## src/rtl/imem_loader_pkg.sv

```systemverilog
// Shared definitions for the instruction-memory loader: FSM encoding, stream
// field widths and the word-to-byte length conversion.
package imem_loader_pkg;

    localparam int LEN_W          = 16;
    localparam int BYTES_PER_WORD = 4;
    localparam int TOTAL_W        = LEN_W + 2;

    typedef enum logic [2:0] {
        ST_IDLE,
        ST_LEN_HI,
        ST_LEN_LO,
        ST_DATA,
        ST_CHECK,
        ST_DONE,
        ST_ERROR
    } state_t;

    // Kept at full 18-bit width so a 16-bit word count can never overflow.
    function automatic logic [TOTAL_W-1:0] word_bytes(input logic [LEN_W-1:0] len);
        return TOTAL_W'(len) * TOTAL_W'(BYTES_PER_WORD);
    endfunction

endpackage

```

## src/rtl/imem_loader_if.sv

```systemverilog
// Byte-stream input and instruction-store write bundle of the loader.
// master = stream source / observer, slave = the loader itself.
interface imem_loader_if #(
    parameter int ADDR_W = 10
) ();

    logic              start;
    logic              in_valid;
    logic [7:0]        in_data;
    logic              in_ready;
    logic              mem_we;
    logic [ADDR_W-1:0] mem_addr;
    logic [7:0]        mem_wdata;
    logic              cpu_hold;
    logic              done;
    logic              error;
    logic [ADDR_W:0]   byte_count;

    modport master (
        output start, in_valid, in_data,
        input  in_ready, mem_we, mem_addr, mem_wdata,
        input  cpu_hold, done, error, byte_count
    );

    modport slave (
        input  start, in_valid, in_data,
        output in_ready, mem_we, mem_addr, mem_wdata,
        output cpu_hold, done, error, byte_count
    );

endinterface

```

## src/rtl/imem_loader_sum.sv

```systemverilog
// 8-bit modular accumulator over the payload; sum_ok flags when adding the
// trailing checksum byte would bring the total to zero.
module imem_loader_sum (
    input  logic       CLK,
    input  logic       RST_N,
    input  logic       clear,
    input  logic       add,
    input  logic [7:0] add_data,
    input  logic [7:0] check_data,
    output logic       sum_ok
);

    logic [7:0] sum;
    logic [7:0] sum_with_check;

    always_ff @(posedge CLK or negedge RST_N) begin
        if (!RST_N) begin
            sum <= 8'h00;
        end else if (clear) begin
            sum <= 8'h00;
        end else if (add) begin
            sum <= sum + add_data;
        end
    end

    assign sum_with_check = sum + check_data;
    assign sum_ok         = (sum_with_check == 8'h00);

endmodule

```

## src/rtl/imem_loader.sv

```systemverilog
// Run-time instruction-store loader: parses a length-prefixed byte stream,
// writes it big-endian into the byte store and holds the CPU meanwhile.
// Optional trailing checksum byte enabled by defining IMEM_LOADER_CHECKSUM_EN.
module imem_loader
    import imem_loader_pkg::*;
#(
    parameter int MEM_BYTES = 1024,
    parameter int ADDR_W    = 10
) (
    input logic          CLK,
    input logic          RST_N,
    imem_loader_if.slave bus
);

    localparam logic [31:0] MEM_LIMIT = 32'(MEM_BYTES);

`ifdef IMEM_LOADER_CHECKSUM_EN
    localparam state_t AFTER_DATA = ST_CHECK;
`else
    localparam state_t AFTER_DATA = ST_DONE;
`endif

    state_t             state;
    state_t             next_state;
    logic [7:0]         len_hi;
    logic [TOTAL_W-1:0] total;
    logic [TOTAL_W-1:0] len_total;
    logic [ADDR_W:0]    byte_count;
    logic               in_ready;
    logic               accept;
    logic               start_ok;
    logic               last_beat;
    logic               data_beat;
    logic               enter_done;
    logic               enter_error;
    logic               mem_we;
    logic [ADDR_W-1:0]  mem_addr;
    logic [7:0]         mem_wdata;
    logic               cpu_hold;
    logic               done;
    logic               error;

`ifdef IMEM_LOADER_CHECKSUM_EN
    logic sum_ok;

    imem_loader_sum u_sum (
        .CLK        (CLK),
        .RST_N      (RST_N),
        .clear      (start_ok),
        .add        (data_beat),
        .add_data   (bus.in_data),
        .check_data (bus.in_data),
        .sum_ok     (sum_ok)
    );
`endif

    always_ff @(posedge CLK or negedge RST_N) begin
        if (!RST_N) begin
            state <= ST_IDLE;
        end else begin
            state <= next_state;
        end
    end

    always_comb begin
        next_state = state;
        in_ready   = 1'b0;
        start_ok   = 1'b0;
        len_total  = word_bytes({len_hi, bus.in_data});
        last_beat  = ((32'(byte_count) + 32'd1) == 32'(total));
        case (state)
            ST_IDLE, ST_DONE, ST_ERROR: begin
                start_ok = bus.start;
                if (bus.start) begin
                    next_state = ST_LEN_HI;
                end
            end
            ST_LEN_HI: begin
                in_ready = 1'b1;
                if (bus.in_valid) begin
                    next_state = ST_LEN_LO;
                end
            end
            ST_LEN_LO: begin
                in_ready = 1'b1;
                if (bus.in_valid) begin
                    if (32'(len_total) > MEM_LIMIT) begin
                        next_state = ST_ERROR;
                    end else if (len_total == '0) begin
                        next_state = AFTER_DATA;
                    end else begin
                        next_state = ST_DATA;
                    end
                end
            end
            ST_DATA: begin
                in_ready = 1'b1;
                if (bus.in_valid && last_beat) begin
                    next_state = AFTER_DATA;
                end
            end
            ST_CHECK: begin
                in_ready = 1'b1;
`ifdef IMEM_LOADER_CHECKSUM_EN
                if (bus.in_valid) begin
                    next_state = sum_ok ? ST_DONE : ST_ERROR;
                end
`else
                next_state = ST_ERROR;
`endif
            end
            default: begin
                next_state = ST_IDLE;
            end
        endcase
    end

    assign accept      = in_ready && bus.in_valid;
    assign data_beat   = (state == ST_DATA) && accept;
    assign enter_done  = (next_state == ST_DONE)  && (state != ST_DONE);
    assign enter_error = (next_state == ST_ERROR) && (state != ST_ERROR);

    // Write register: each payload beat becomes a one-cycle store write on the
    // following cycle, so the last write coincides with cpu_hold falling.
    always_ff @(posedge CLK or negedge RST_N) begin
        if (!RST_N) begin
            len_hi     <= 8'h00;
            total      <= '0;
            byte_count <= '0;
            mem_we     <= 1'b0;
            mem_addr   <= '0;
            mem_wdata  <= 8'h00;
            cpu_hold   <= 1'b0;
            done       <= 1'b0;
            error      <= 1'b0;
        end else begin
            mem_we <= 1'b0;
            if (start_ok) begin
                done       <= 1'b0;
                error      <= 1'b0;
                byte_count <= '0;
                cpu_hold   <= 1'b1;
            end
            if ((state == ST_LEN_HI) && accept) begin
                len_hi <= bus.in_data;
            end
            if ((state == ST_LEN_LO) && accept) begin
                total <= len_total;
            end
            if (data_beat) begin
                mem_we     <= 1'b1;
                mem_addr   <= byte_count[ADDR_W-1:0];
                mem_wdata  <= bus.in_data;
                byte_count <= byte_count + {{ADDR_W{1'b0}}, 1'b1};
            end
            if (enter_done) begin
                done     <= 1'b1;
                cpu_hold <= 1'b0;
            end
            if (enter_error) begin
                error    <= 1'b1;
                cpu_hold <= 1'b0;
            end
        end
    end

    assign bus.in_ready   = in_ready;
    assign bus.mem_we     = mem_we;
    assign bus.mem_addr   = mem_addr;
    assign bus.mem_wdata  = mem_wdata;
    assign bus.cpu_hold   = cpu_hold;
    assign bus.done       = done;
    assign bus.error      = error;
    assign bus.byte_count = byte_count;

endmodule

```

## src/flat_wrapper.sv

```systemverilog
// flat-port wrapper written by rule: the top's interface ports become plain ports
module imem_loader_flat import imem_loader_pkg::*;
#(
    parameter int MEM_BYTES = 1024,
    parameter int ADDR_W    = 10
)
  (CLK, RST_N, bus_start, bus_in_valid, bus_in_data, bus_in_ready, bus_mem_we, bus_mem_addr, bus_mem_wdata, bus_cpu_hold, bus_done, bus_error, bus_byte_count);
  imem_loader_if #(.ADDR_W(ADDR_W)) bus_i ();
  input logic CLK;
  input logic RST_N;
  input wire logic [$bits(bus_i.start)-1:0] bus_start;
  input wire logic [$bits(bus_i.in_valid)-1:0] bus_in_valid;
  input wire logic [$bits(bus_i.in_data)-1:0] bus_in_data;
  output wire logic [$bits(bus_i.in_ready)-1:0] bus_in_ready;
  output wire logic [$bits(bus_i.mem_we)-1:0] bus_mem_we;
  output wire logic [$bits(bus_i.mem_addr)-1:0] bus_mem_addr;
  output wire logic [$bits(bus_i.mem_wdata)-1:0] bus_mem_wdata;
  output wire logic [$bits(bus_i.cpu_hold)-1:0] bus_cpu_hold;
  output wire logic [$bits(bus_i.done)-1:0] bus_done;
  output wire logic [$bits(bus_i.error)-1:0] bus_error;
  output wire logic [$bits(bus_i.byte_count)-1:0] bus_byte_count;
  assign bus_i.start = bus_start;
  assign bus_i.in_valid = bus_in_valid;
  assign bus_i.in_data = bus_in_data;
  assign bus_in_ready = bus_i.in_ready;
  assign bus_mem_we = bus_i.mem_we;
  assign bus_mem_addr = bus_i.mem_addr;
  assign bus_mem_wdata = bus_i.mem_wdata;
  assign bus_cpu_hold = bus_i.cpu_hold;
  assign bus_done = bus_i.done;
  assign bus_error = bus_i.error;
  assign bus_byte_count = bus_i.byte_count;
  imem_loader #(.MEM_BYTES(MEM_BYTES), .ADDR_W(ADDR_W)) u_core (.CLK(CLK), .RST_N(RST_N), .bus(bus_i));
endmodule
```

## config.mk

```make
export PLATFORM = sky130hd
export DESIGN_NAME = imem_loader_flat
export DESIGN_NICKNAME = d
export VERILOG_FILES = /design/src/rtl/imem_loader_pkg.sv /design/src/rtl/imem_loader_if.sv /design/src/rtl/imem_loader_sum.sv /design/src/rtl/imem_loader.sv /design/src/flat_wrapper.sv
export SDC_FILE = /design/constraint.sdc
export NUM_CORES = 1
export LEC_CHECK = 0
export ABC_AREA = 0
export CAP_MARGIN = 20
export CORE_MARGIN = 3
export CORE_UTILIZATION = 45
export DETAILED_ROUTE_END_ITERATION = 12
export PLACE_DENSITY = 0.75
export SLEW_MARGIN = 20
export SYNTH_ARGS = -nofsm -noshare
export SYNTH_HDL_FRONTEND = slang
export SYNTH_SLANG_ARGS = --single-unit
export TNS_END_PERCENT = 30
```

## constraint.sdc

```tcl
create_clock -name CLK -period 6.5 [get_ports CLK]
set_clock_uncertainty 0.15 [all_clocks]
set_input_delay 1.625 -clock CLK [delete_from_list [all_inputs] [get_ports CLK]]
set_output_delay 1.625 -clock CLK [all_outputs]
set_load 0.02 [all_outputs]
```

# --- Word-level counts from Yosys, hierarchy flattened ---
# Index checks and enable logic that the tools add are counted.
word_totals:
  ff_bits: 60
  inputBits: 12
  out_inout_bits: 34
  word_cells: 57
classes:
  add_sub_neg: 2
  order_cmp: 1
  eq_ne: 11
  n_mux: 18
  reduce_logical: 15
op_table:
  columns: ["cell", "n"]
  rows:
  - ["$eq A32 B18 Y1", 1]
  - ["$mux W11", 2]
  - ["$gt A18 B11 Y1 const B", 1]
  - ["$logic_not A18 Y1", 1]
  - ["$mux W3", 6]
  - ["$eq A3 B3 Y1 const B", 5]
  - ["$pmux W3 S5", 1]
  - ["$add A11 B1 Y12 const B", 1]
  - ["$add A11 B1 Y11 const B", 1]
  - ["$mux W1", 9]
  - ["$logic_and A1 B1 Y1", 7]
  - ["$eq A3 B2 Y1 const B", 2]
  - ["$ne A3 B3 Y1 const B", 2]
  - ["$reduce_bool A2 Y1", 3]
  - ["$reduce_or A4 Y1", 1]
  - ["$eq A3 B1 Y1 const B", 1]
  - ["$logic_not A3 Y1", 1]
  - ["$reduce_bool A3 Y1", 1]
  - ["$reduce_or A3 Y1", 1]

# --- Depth between registers and ports, before layout ---
# Gate-level depths: netlist of run 1.
depth:
  word_depth: 9
  mapped_depth: 8
  ltp_nobuf: 7

# --- Worst setup path before layout of run 1 ---
# OpenSTA, ideal clock, no wires.
synth_timing:
  kind: "input -> register"
  from: "in bus_in_data[5]"
  to: "reg u_core.cpu_hold (netlist: u_core.bus.cpu_hold)"
  setup_time_ps: 121
  arrival_ps: 3068
  required_ps: 6229
  path_slack_ps: 3161
  path_stages: 6
  cell_sequence: "or4_4 > or3_1 > a31oi_1 > o211a_1 > nor2_1 > o22a_1"
synth_via:
  elab_chain_len: 9
  word_cells_on_any_way: 13
  cone_classes: "order compare (1); eq/ne (2); mux (6); reduce/logical (4)"
synth_rtl:
  columns: ["item", "line_no", "source"]
  rows:
  - ["start: declaration", "flat_wrapper.sv:13", "input wire logic [$bits(bus_i.in_data)-1:0] bus_in_data;"]
  - ["branches (longest 2 deep; another with $gt A18 B11 Y1)", null, null]
  - ["$mux W3 *", "imem_loader.sv:87", "if (32'(len_total) > MEM_LIMIT) begin"]
  - ["$mux W3 *", "imem_loader.sv:86", "if (bus.in_valid) begin"]
  - ["$pmux W3 S5 *", "imem_loader.sv:71", "case (state)"]
  - ["$eq A3 B3 Y1", "imem_loader.sv:120", "assign enter_done = (next_state == ST_DONE) && (state != ST_DONE);"]
  - ["$logic_and A1 B1 Y1", "imem_loader.sv:120", null]
  - ["$mux W1", "imem_loader.sv:156", "if (enter_done) begin"]
  - ["$mux W1", "imem_loader.sv:160", "if (enter_error) begin"]
  - ["end signal: assignment", "imem_loader.sv:133", "cpu_hold <= 1'b0;"]
  - ["end signal: assignment", "imem_loader.sv:158", "cpu_hold <= 1'b0;"]
  - ["end signal: assignment", "imem_loader.sv:162", "cpu_hold <= 1'b0;"]
  - ["end: declaration", "imem_loader.sv:39", "logic cpu_hold;"]
# Mark *: on every way between the ends.
# A chain may end at the register's enable or synchronous reset.

# --- Worst setup path in the final report of run 1 ---
layout_timing:
  from: "in bus_in_valid"
  to: "reg u_core.byte_count[10] (netlist: u_core.bus.byte_count[10])"
layout_via:
  elab_chain_len: 3
  word_cells_on_any_way: 4
  cone_classes: "mux (1); reduce/logical (3)"
layout_rtl:
  columns: ["item", "line_no", "source"]
  rows:
  - ["start: declaration", "flat_wrapper.sv:12", "input wire logic [$bits(bus_i.in_valid)-1:0] bus_in_valid;"]
  - ["$logic_and A1 B1 Y1 *", "imem_loader.sv:118", "assign accept = in_ready && bus.in_valid;"]
  - ["$logic_and A1 B1 Y1 *", "imem_loader.sv:119", "assign data_beat = (state == ST_DATA) && accept;"]
  - ["$mux W11 / $reduce_bool A2 Y1 (equally long branches)", null, null]
  - ["end signal: assignment", "imem_loader.sv:154", "byte_count <= byte_count + {{ADDR_W{1'b0}}, 1'b1};"]
  - ["end: declaration", "imem_loader.sv:28", "logic [ADDR_W:0] byte_count;"]
# Mark *: on every way between the ends. The rest lies on a longest branch, timed or not.

==> run summary, run 1 <==
## Outcome
- completed — result of the run

## Place
- 45 — Port Buffers
- 2376 ps — worst setup slack after placement
- 0.8532 — routability cong.
- 4.721 mm — post-detail-place hpwl
- 0.003508 mm^2 — area post-placement

## Floorplan
- 88.42 um — die span in y
- 0.006459 mm^2 — Std-Cell Core Area
- 88.42 um — overall die width
- 0.007817 mm^2 — DIE AREA
- 46 — number of primary I/O pins
- 29 — standard-cell rows
- 0.4733 — Starting Density

## Setup path
- input port to flop — critical path type
- 6590 ps — required time at the worst-slack endpoint
- 3900 ps — slack of the worst reg-to-reg path
- input port — sort of element at the start of the critical path
- 36 — critical path fanouts, max
- flop — Worst Setup End Kind
- 3850 ps — Worst EP arrival

## Timing
- 2739 ps — worst-case setup margin in the final layout
- 0.4982 — normalized max-slew margin
- 0 — endpoints failing hold
- 0.5786 — Tcrit/Tclk final
- 265.9 MHz — maximum clock rate
- 0 — Final Max Tran Viols
- 0 — total setup violations reported at the end of the flow
- false — setup repair after global routing missed its margin
- 0 ps — setup tns final
- 323.6 ps — Worst Hold Margin
- 3761 ps — fin crit period
- 752.8 ps — transition time of the tightest slew-check pin

## Cells and area
- 0.1369 — proportion of layout cells with a drive suffix above 1
- 0.001501 mm^2 — total area of sequential cells
- 20.92% — P&R area growth vs syn
- 0.003696 mm^2 — Final Instance Area
- 0 — diode insertion count for antenna repair
- 0.001413 mm^2 — area used by multi-input combinational logic
- 0.5723 — final core area utilization
- 566 — number of inserted filler cells in the final layout
- 367 — number of nets in the finished design

## Clock tree
- 3 — H-tree levels
- 70 ps — clock transition at the register clock pins on the worst setup and hold paths after CTS
- 2 — worst-case clock buffer depth
- sky130_fd_sc_hd__clkbuf_8 — cell at the root of the clock tree
- 0 — post-CTS setup-driven buffer insertion count
- built — TritonCTS clock tree
- 340 ps — clock insertion delay at the later pin of the skew report
- 9 — CTS buffer count
- 0 — count of hold-fix buffers inserted at cts
- 0 — number of instances resized during post-cts repair
- 60 — CTS Sinks

## Logic synthesis
- 54 — Netlist cell types
- 314 — count of mapped cells out of synthesis
- 328 — Synthesized Nets
- 0 — count of yosys warnings during synthesis
- 1.000 — Synth async-reset ratio
- 0.003057 mm^2 — mapped cell area
- sky130_fd_sc_hd__dfrtp_1 — top_reg_cell synth
- 60 — total of flip-flops plus latches after synthesis
- 0.4912 — area share of the leading cell type in the synthesized netlist
- 0.4912 — proportion of synthesized chip area in sequential cells
- sky130_fd_sc_hd__dfrtp_1 49%, sky130_fd_sc_hd__nand2_1 8.8%, sky130_fd_sc_hd__mux2_2 8.1% — dominant cells by area after synthesis
- 0 — number of synthesized flops with an enable pin
- sky130_fd_sc_hd__dfrtp_1 — cell type contributing the most total cell area after synthesis
- 9.735 um^2 — average cell area after synthesis

## Worst hold path
- flop to flop — type of the worst min-delay path

## Routing
- 175 — number of design-rule violations left by the first detailed-router iteration
- 6.749 mm — Final Routed Wirelength
- 15.51 um — routed length per placed instance
- 0 — post-route ant nets
- 2,391 — number of vias after detailed routing
- 4 — detailed-router iteration count before antenna repair
- 5.497 — Via-to-Cell Ratio
- 0 — DRC violation count after routing

## Global routing
- 2,330 — via count of the first global-routing pass
- 0.2882 — met2 layer usage reported by global route
- 0.04562 — global routing usage on met3
- 0.1881 — GRT Resource Usage Total
- 0.2637 — GRT met1 Usage
- 0 — antenna violations before repair
- 61 — largest net degree at the start of global routing
- met2 — global route hottest layer
- 11.37 mm — global-route wire length before repair
- 0 — sum of overflow across all layers after global routing

## Power
- 425.5 mW/mm^2 — power density over the cells
- 0.001633 uW — leakage power
- 236.0 uV — worst IR drop on VDD

## Flow run
- 0 — max-capacitance violation count

==> layout make-up <==
| class | count | area share |
|---|---|---|
| sequential | 60 | 0.4062 |
| clock buffer | 11 | 0.04096 |
| multi-input combinational | 226 | 0.3822 |
| timing repair buffer | 48 | 0.1266 |
| inverter | 8 | 0.008125 |
| tap | 77 | 0.02607 |
| clock inverter | 5 | 0.009817 |
==> per-stage QoR <==
| step | power [uW] | cells |
|---|---|---|
| 2_1_floorplan | 1051 | 314 |
| 3_3_place_gp | 1248 | 419 |
| 3_5_place_dp | 1269 | 419 |
| 4_1_cts | 1585 | 435 |
| 5_1_grt | 1678 | 435 |
| 6_report | 1573 | 435 |
==> power by group <==
group | switching [uW] | leakage [uW] | internal (uW)
clock network | 152 | 0.0000876 | 159
registers | 147 | 0.000767 | 513
logic | 297 | 0.000778 | 304
total | 596 | 0.00163 | 976
==> cells in the mapped netlist, drive strengths merged (6+ instances only) <==
library cell and number:
nand2 72, dfrtp 60, o21ai 24, mux2 22, nor2 15, buf 12
xnor2 10, clkbuf 8, inv 8, nand3 6
==> worst paths after layout <==
kind,startpoint,cells after the start,end
max reg2reg,u_core.state[0],6,u_core.bus.byte_count[10]
min in group asynchronous,RST_N,2,u_core.bus.mem_wdata[3]
max,bus_in_valid,7,u_core.bus.byte_count[10]
max in group asynchronous,RST_N,2,u_core.bus.byte_count[7]
min,u_core.bus.mem_addr[5],2,u_core.bus.mem_addr[5]
min reg2reg,u_core.bus.mem_addr[5],2,u_core.bus.mem_addr[5]
==> critical path, cell delays in order <==
cell and delay (ps):
sky130_fd_sc_hd__clkdlybuf4s50_1 560, sky130_fd_sc_hd__inv_1 70, sky130_fd_sc_hd__or3_1 370, sky130_fd_sc_hd__buf_4 250, sky130_fd_sc_hd__inv_1 580, sky130_fd_sc_hd__nand4_1 170, sky130_fd_sc_hd__o21ai_0 200
==> cell families after synthesis <==
family                     after synthesis  share of synthesized area
and+or+nand+nor                        132                     0.2092
DFF                                     60                     0.4912
AOI/OAI and AO/OA                       54                     0.1171
buffers and inverters                   28                    0.04666
muxes                                   24                    0.08760
xor gates and xnor gates                14                    0.04011
adders and majority gates                2                   0.008185
==> metal layers <==
layer / up-vias / routed length [um]
met1: 1159 / 3206
li1: 1168 / -
met2: 56 / 3145
met3: 8 / 310
met4: 0 / 85
met5: - / 0
==> sequential cells by signal (all words and copies together) (netlist names) <==
signal,count
u_core.total,16
u_core.bus.byte_count,11
u_core.bus.mem_addr,10
u_core.bus.mem_wdata,8
u_core.len_hi,8
u_core.state,3
u_core.bus.cpu_hold,1
u_core.bus.done,1
u_core.bus.error,1
u_core.bus.mem_we,1
==> cell usage in the layout (no fill, tap or decap), drive strengths merged, types with 4 or more instances in the layout <==
master,n
a21oi,5
and3,5
buf,4
clkbuf,11
clkdlybuf4s50,44
dfrtp,60
inv,8
mux2,22
nand2,72
nand3,6
nand4,5
nor2,15
nor3,5
nor4,5
o21ai,24
o31ai,5
xnor2,10
xor2,4
Power figures use the tool's default switching activity.
==> inputs of run 2 (changes only) <==
==> constraint.sdc (replaced) <==
create_clock -name CLK -period 3.59 [get_ports CLK]
set_clock_uncertainty 0.15 [all_clocks]
set_input_delay 0.8975 -clock CLK [delete_from_list [all_inputs] [get_ports CLK]]
set_output_delay 0.8975 -clock CLK [all_outputs]
set_load 0.02 [all_outputs]
==> run summary, run 2 (synthesis results as in run 1) <==
## Outcome
- completed — result of the run

## Setup path
- 3660 ps — required time at the worst-slack endpoint, -2930 ps
- input port to flop — critical path type
- bus_in_data[1] — worst setup path start
- 610 ps — CP max stage delay, +30 ps
- clkdlybuf4s50_1 > or4_1 > or3_1 > a31oi_1 > o211a_1 > nor2_1 > o22a_1 — worst-path cell chain
- simple AND/OR/NAND/NOR gates — family with the most delay on the worst path
- flop — Worst Setup End Kind
- sky130_fd_sc_hd__or4_1 — crit path max-delay cell type
- 1 — buffering stage count on the worst path with inverters included, -3
- 2970 ps — Worst EP arrival, -880 ps
- input port — sort of element at the start of the critical path
- u_core.bus.byte_count[1] — Worst R2R Start
- 4 — critical path fanouts, max, -89%

## Place
- 0.8387 — routability cong., -1.7%
- 424 — Cells after DPL, +1.2%
- 45 — Port Buffers, unchanged
- 352.9 ps — worst setup slack after placement, -2023 ps
- 4.895 mm — post-detail-place hpwl, +3.7%

## Global routing
- 0 — sum of overflow across all layers after global routing, unchanged
- 0.1962 — GRT Resource Usage Total, +0.008115
- 22 — largest net degree at the start of global routing, -64%
- 2,347 — via count of the first global-routing pass, +0.73%
- 0 — antenna violations before repair, unchanged
- 11.79 mm — global-route wire length before repair, +3.7%

## Timing
- 2896 ps — fin crit period
- 0 — Final Max Tran Viols, unchanged
- 0.6925 — normalized max-slew margin, +0.1943
- 0 — endpoints failing hold, unchanged
- 345.3 MHz — maximum clock rate
- 0 — total setup violations reported at the end of the flow, unchanged
- false — setup repair after global routing missed its margin
- 0 ps — setup tns final, unchanged
- 0.8067 — Tcrit/Tclk final
- 694.1 ps — worst-case setup margin in the final layout, -2045 ps
- 457.1 ps — transition time of the tightest slew-check pin, -295.7 ps

## Floorplan
- 29 — standard-cell rows, unchanged
- 88.42 um — overall die width, unchanged
- 88.42 um — die span in y, unchanged
- 0.006459 mm^2 — Std-Cell Core Area, unchanged
- 46 — number of primary I/O pins, unchanged
- 0.4733 — Starting Density, unchanged
- 0.007817 mm^2 — DIE AREA, unchanged

## Routing
- 15.45 um — routed length per placed instance, -0.40%
- 4 — detailed-router iteration count before antenna repair, unchanged
- 5.547 — Via-to-Cell Ratio, +0.91%
- 0 — DRC violation count after routing, unchanged
- 0 — post-route ant nets, unchanged
- 2,435 — number of vias after detailed routing, +1.8%
- 6.784 mm — Final Routed Wirelength, +0.52%
- 190 — number of design-rule violations left by the first detailed-router iteration, +8.6%

## Clock tree
- 60 ps — clock transition at the register clock pins on the worst setup and hold paths after CTS, about the same
- 2 — worst-case clock buffer depth, unchanged
- 340 ps — clock insertion delay at the later pin of the skew report, about the same
- 9 — CTS buffer count, unchanged
- 60 — CTS Sinks, unchanged
- 0 — count of hold-fix buffers inserted at cts, unchanged
- built — TritonCTS clock tree
- 0 — post-CTS setup-driven buffer insertion count, unchanged
- 0 — number of instances resized during post-cts repair, unchanged
- 3 — H-tree levels, unchanged
- sky130_fd_sc_hd__clkbuf_8 — cell at the root of the clock tree

## Worst hold path
- u_core.bus.mem_addr[6] — source of the worst hold timing path
- flop to flop — type of the worst min-delay path

## Power
- 0.3550 — switching part of the total, -0.02415
- 2976 uW — Design Power, +89%
- 0.371 — Combinational Power Share, -0.011
- 0.229 — clock network fraction of design power, +0.031
- 0.001681 uW — leakage power, +2.9%
- 789.4 mW/mm^2 — power density over the cells, +86%
- 1919 uW — Int Pwr, +97%
- 513.8 uV — worst IR drop on VDD, +120%
- 0.400 — Reg power frac, -0.020
- 1056 uW — switching power summed over all nets, +77%

## Cells and area
- 0 — diode insertion count for antenna repair, unchanged
- 72 x sky130_fd_sc_hd__nand2_1, 60 x sky130_fd_sc_hd__dfrtp_1, 44 x sky130_fd_sc_hd__clkdlybuf4s50_1 — most frequent cells in the layout
- 0.1464 — proportion of layout cells with a drive suffix above 1, +0.009537
- 23.33% — P&R area growth vs syn
- u_core.total — Largest Register
- 439 — fin cells, +0.92%
- 16 — number of flip-flops in the largest register, unchanged
- 372 — number of nets in the finished design, +1.4%
- sky130_fd_sc_hd__nand2_1 — most common cell after layout, fill and taps aside
- u_core.total (16), u_core.bus.byte_count (11), u_core.bus.mem_addr (10) — biggest regs
- 566 — number of inserted filler cells in the final layout, unchanged

## Flow run
- 0 — max-capacitance violation count, unchanged

==> run 2: cell types whose count changed in the layout (fill, tap and decap cells not counted) <==
| cell | before | now |
|---|---|---|
| sky130_fd_sc_hd__bufinv_16 | 0 | 2 |
| sky130_fd_sc_hd__buf_4 | 3 | 8 |
| sky130_fd_sc_hd__clkinvlp_4 | 3 | 1 |
| sky130_fd_sc_hd__clkinv_4 | 1 | 0 |
==> run 2: routing by layer <==
metal | global-route usage | up-vias | share of wire
li1 | - | 1183 | -
met1 | 0.2698 | 1178 | 0.46
met2 | 0.3100 | 64 | 0.48
met3 | 0.03631 | 10 | 0.042
met4 | 0.07418 | 0 | 0.017
met5 | 0 | - | 0
==> run 2: per-stage QoR <==
stage                     cell area [um^2]  hold slack (ps)    util
final                                 3770            322.6  0.5837
after global routing                  3770            351.1  0.5837
after CTS                             3770            328.4  0.5837
after detailed placement              3546            312.7  0.5490
after global placement                3546            308.1  0.5490
after floorplan                       3057            331.0       -
==> run 2: cell type report <==
| cell class | count | area [um^2] | area share |
|---|---|---|---|
| Sequential cell | 60 | 1501 | 0.3983 |
| Multi-Input combinational cell | 226 | 1413 | 0.3747 |
| Timing Repair Buffer | 53 | 505.5 | 0.1341 |
| Clock buffer | 11 | 151.4 | 0.04016 |
| Tap cell | 77 | 96.34 | 0.02556 |
| Clock inverter | 4 | 72.57 | 0.01925 |
| Inverter | 8 | 30.03 | 0.007965 |
==> run 2: power groups by stage <==
stage | sequential, uW | clock [uW] | combinational, uW
2_1_floorplan | 1220 | 0 | 682
3_3_place_gp | 1190 | 0 | 1090
3_5_place_dp | 1200 | 0 | 1110
4_1_cts | 1190 | 695 | 1110
5_1_grt | 1240 | 725 | 1220
6_report | 1190 | 683 | 1100
==> run 2: worst paths after layout <==
| check | end | cells after the start | slack (ps) |
|---|---|---|---|
| max | u_core.bus.cpu_hold | 7 | 690 |
| min | u_core.bus.mem_addr[6] | 2 | 320 |
| max reg2reg | u_core.state[2] | 7 | 1070 |
| min reg2reg | u_core.bus.mem_addr[6] | 2 | 320 |
| max in group asynchronous | u_core.bus.error | 2 | 2300 |
| min in group asynchronous | u_core.bus.mem_addr[1] | 1 | 340 |
==> run 2: worst register-to-register path: cells and delay by family (launching register included) <==
family | cells | cell delay, ps
flops | 1 | 500
compound gates | 2 | 550
simple gates | 4 | 910
fa+ha+maj | 1 | 310
==> inputs of run 3 (changes only) <==
==> constraint.sdc (replaced) <==
create_clock -name CLK -period 2.7 [get_ports CLK]
set_clock_uncertainty 0.15 [all_clocks]
set_input_delay 0.675 -clock CLK [delete_from_list [all_inputs] [get_ports CLK]]
set_output_delay 0.675 -clock CLK [all_outputs]
set_load 0.02 [all_outputs]
==> run summary, run 3 (synthesis results as in run 1) <==
## Timing
- 479.8 ps — transition time of the tightest slew-check pin, +22.76 ps
- 0.6801 — normalized max-slew margin, -0.01236
- 93.20 ps — worst-case setup margin in the final layout, -600.9 ps
- 0 — total setup violations reported at the end of the flow, unchanged
- 2607 ps — fin crit period
- 383.6 MHz — maximum clock rate
- 0 — endpoints failing hold, unchanged
- 0.9655 — Tcrit/Tclk final
- true — setup repair after global routing missed its margin
- 0 — Final Max Tran Viols, unchanged

## Power
- 542.3 uV — worst IR drop on VDD, +5.6%
- 988.3 mW/mm^2 — power density over the cells, +25%
- 3825 uW — Design Power, +29%
- 0.001758 uW — leakage power, +4.6%

## Clock tree
- 60 ps — clock transition at the register clock pins on the worst setup and hold paths after CTS, about the same
- sky130_fd_sc_hd__clkbuf_8 — cell at the root of the clock tree
- 3 — H-tree levels, unchanged
- 0 — count of hold-fix buffers inserted at cts, unchanged
- 330 ps — clock insertion delay at the later pin of the skew report, about the same
- 2 — worst-case clock buffer depth, unchanged
- 9 — CTS buffer count, unchanged
- 0 — post-CTS setup-driven buffer insertion count, unchanged
- built — TritonCTS clock tree
- 0 — number of instances resized during post-cts repair, unchanged
- 60 — CTS Sinks, unchanged

## Setup path
- input port to flop — critical path type
- input port — sort of element at the start of the critical path
- clkdlybuf4s50_1 > or4_4 > or3_1 > a31oi_2 > o211a_1 > nor2_1 > o22a_1 — worst-path cell chain
- 2680 ps — Worst EP arrival, -290 ps
- 3 — critical path fanouts, max, -1
- 2770 ps — required time at the worst-slack endpoint, -890 ps
- sky130_fd_sc_hd__or4_4 — crit path max-delay cell type
- 570 ps — CP max stage delay, -40 ps
- flop — Worst Setup End Kind

## Cells and area
- sky130_fd_sc_hd__nand2_1 — most common cell after layout, fill and taps aside
- 26.61% — P&R area growth vs syn
- 0 — diode insertion count for antenna repair, unchanged
- 0.1921 — proportion of layout cells with a drive suffix above 1, +0.04570
- 72 x sky130_fd_sc_hd__nand2_1, 60 x sky130_fd_sc_hd__dfrtp_1, 43 x sky130_fd_sc_hd__clkdlybuf4s50_1 — most frequent cells in the layout
- u_core.total — Largest Register
- 547 — number of inserted filler cells in the final layout, -3.4%
- 16 — number of flip-flops in the largest register, unchanged
- u_core.total (16), u_core.bus.byte_count (11), u_core.bus.mem_addr (10) — biggest regs
- 390 — number of nets in the finished design, +4.8%

## Routing
- 0 — DRC violation count after routing, unchanged
- 14.99 um — routed length per placed instance, -3.0%
- 6.849 mm — Final Routed Wirelength, +0.96%
- 4 — detailed-router iteration count before antenna repair, unchanged
- 0 — post-route ant nets, unchanged
- 227 — number of design-rule violations left by the first detailed-router iteration, +19%
- 2,494 — number of vias after detailed routing, +2.4%
- 5.457 — Via-to-Cell Ratio, -1.6%

## Global routing
- 2,447 — via count of the first global-routing pass, +4.3%
- 0 — antenna violations before repair, unchanged
- 11.70 mm — global-route wire length before repair, -0.82%
- 24 — largest net degree at the start of global routing, +9.1%
- 0 — sum of overflow across all layers after global routing, unchanged
- 0.1946 — GRT Resource Usage Total, -0.001610

## Floorplan
- 29 — standard-cell rows, unchanged
- 0.4733 — Starting Density, unchanged
- 46 — number of primary I/O pins, unchanged
- 88.42 um — overall die width, unchanged
- 0.006459 mm^2 — Std-Cell Core Area, unchanged
- 0.007817 mm^2 — DIE AREA, unchanged
- 88.42 um — die span in y, unchanged

## Outcome
- completed — result of the run

## Place
- 45 — Port Buffers, unchanged
- -361.9 ps — worst setup slack after placement, -714.9 ps
- 4.999 mm — post-detail-place hpwl, +2.1%
- 0.8555 — routability cong., +2.0%

## Worst hold path
- input port to async pin — type of the worst min-delay path

## Flow run
- 0 — max-capacitance violation count, unchanged

[run 3: changes by cell type in the layout (fill, tap and decap cells not counted), sizes merged]
cell,before,now
clkinv,1,2
clkinvlp,1,2
dlymetal6s2s,0,1
bufinv,2,0
clkdlybuf4s50,44,43
buf,9,27
[run 3: worst paths after layout]
check	from	end	slack (ps)	cells past startpoint
setup / recovery	bus_in_data[5]	u_core.bus.cpu_hold	90	7
hold / removal	RST_N	u_core.bus.mem_addr[1]	150	1
setup reg to reg	u_core.bus.byte_count[0]	u_core.bus.cpu_hold	360	8
hold reg to reg	u_core.bus.mem_addr[9]	u_core.bus.mem_addr[9]	320	2
max in group asynchronous	RST_N	u_core.bus.error	1610	2
min in group CLK	u_core.bus.mem_addr[9]	u_core.bus.mem_addr[9]	320	2
[run 3: where the power goes]
part           total [uW]  internal (uW)  switching, uW
clock network         709            374            335
logic                1600            805            799
registers            1510           1240            274
[run 3: final cells by class]
type                            instances  area, um^2  area share
Clock inverter                          4       25.02    0.006466
Tap cell                               77       96.34     0.02489
Multi-Input combinational cell        226        1423      0.3676
Timing Repair Buffer                   71       643.1      0.1662
Inverter                                8       30.03    0.007759
Sequential cell                        60        1501      0.3880
Clock buffer                           11       151.4     0.03912
[run 3: worst max-delay path, delay by kind of cell]
family                 cells  cell delay, ps
AO/OA/AOI/OAI              3             600
AND/OR/NAND/NOR            3             990
buffers and inverters      1             420
[run 3: stage by stage]
step	hold slack (ps)	std cells	utilization	instance area [um^2]	setup TNS, ps
floorplan	229.4	314	-	3057	0
global placement	306.3	442	0.5699	3681	-1086
detailed placement	311.3	442	0.5699	3681	-1314
CTS	147.1	457	0.5972	3857	0
global route	172.3	457	0.5992	3870	-9.336
finish	146.1	457	0.5992	3870	0
[run 3: routing by layer]
layer	global-route usage	part of all wire	up-vias
met4	0.09066	0.020	0
met5	0	0	-
li1	-	-	1217
met1	0.2728	0.48	1200
met2	0.2957	0.46	64
met3	0.03259	0.043	13
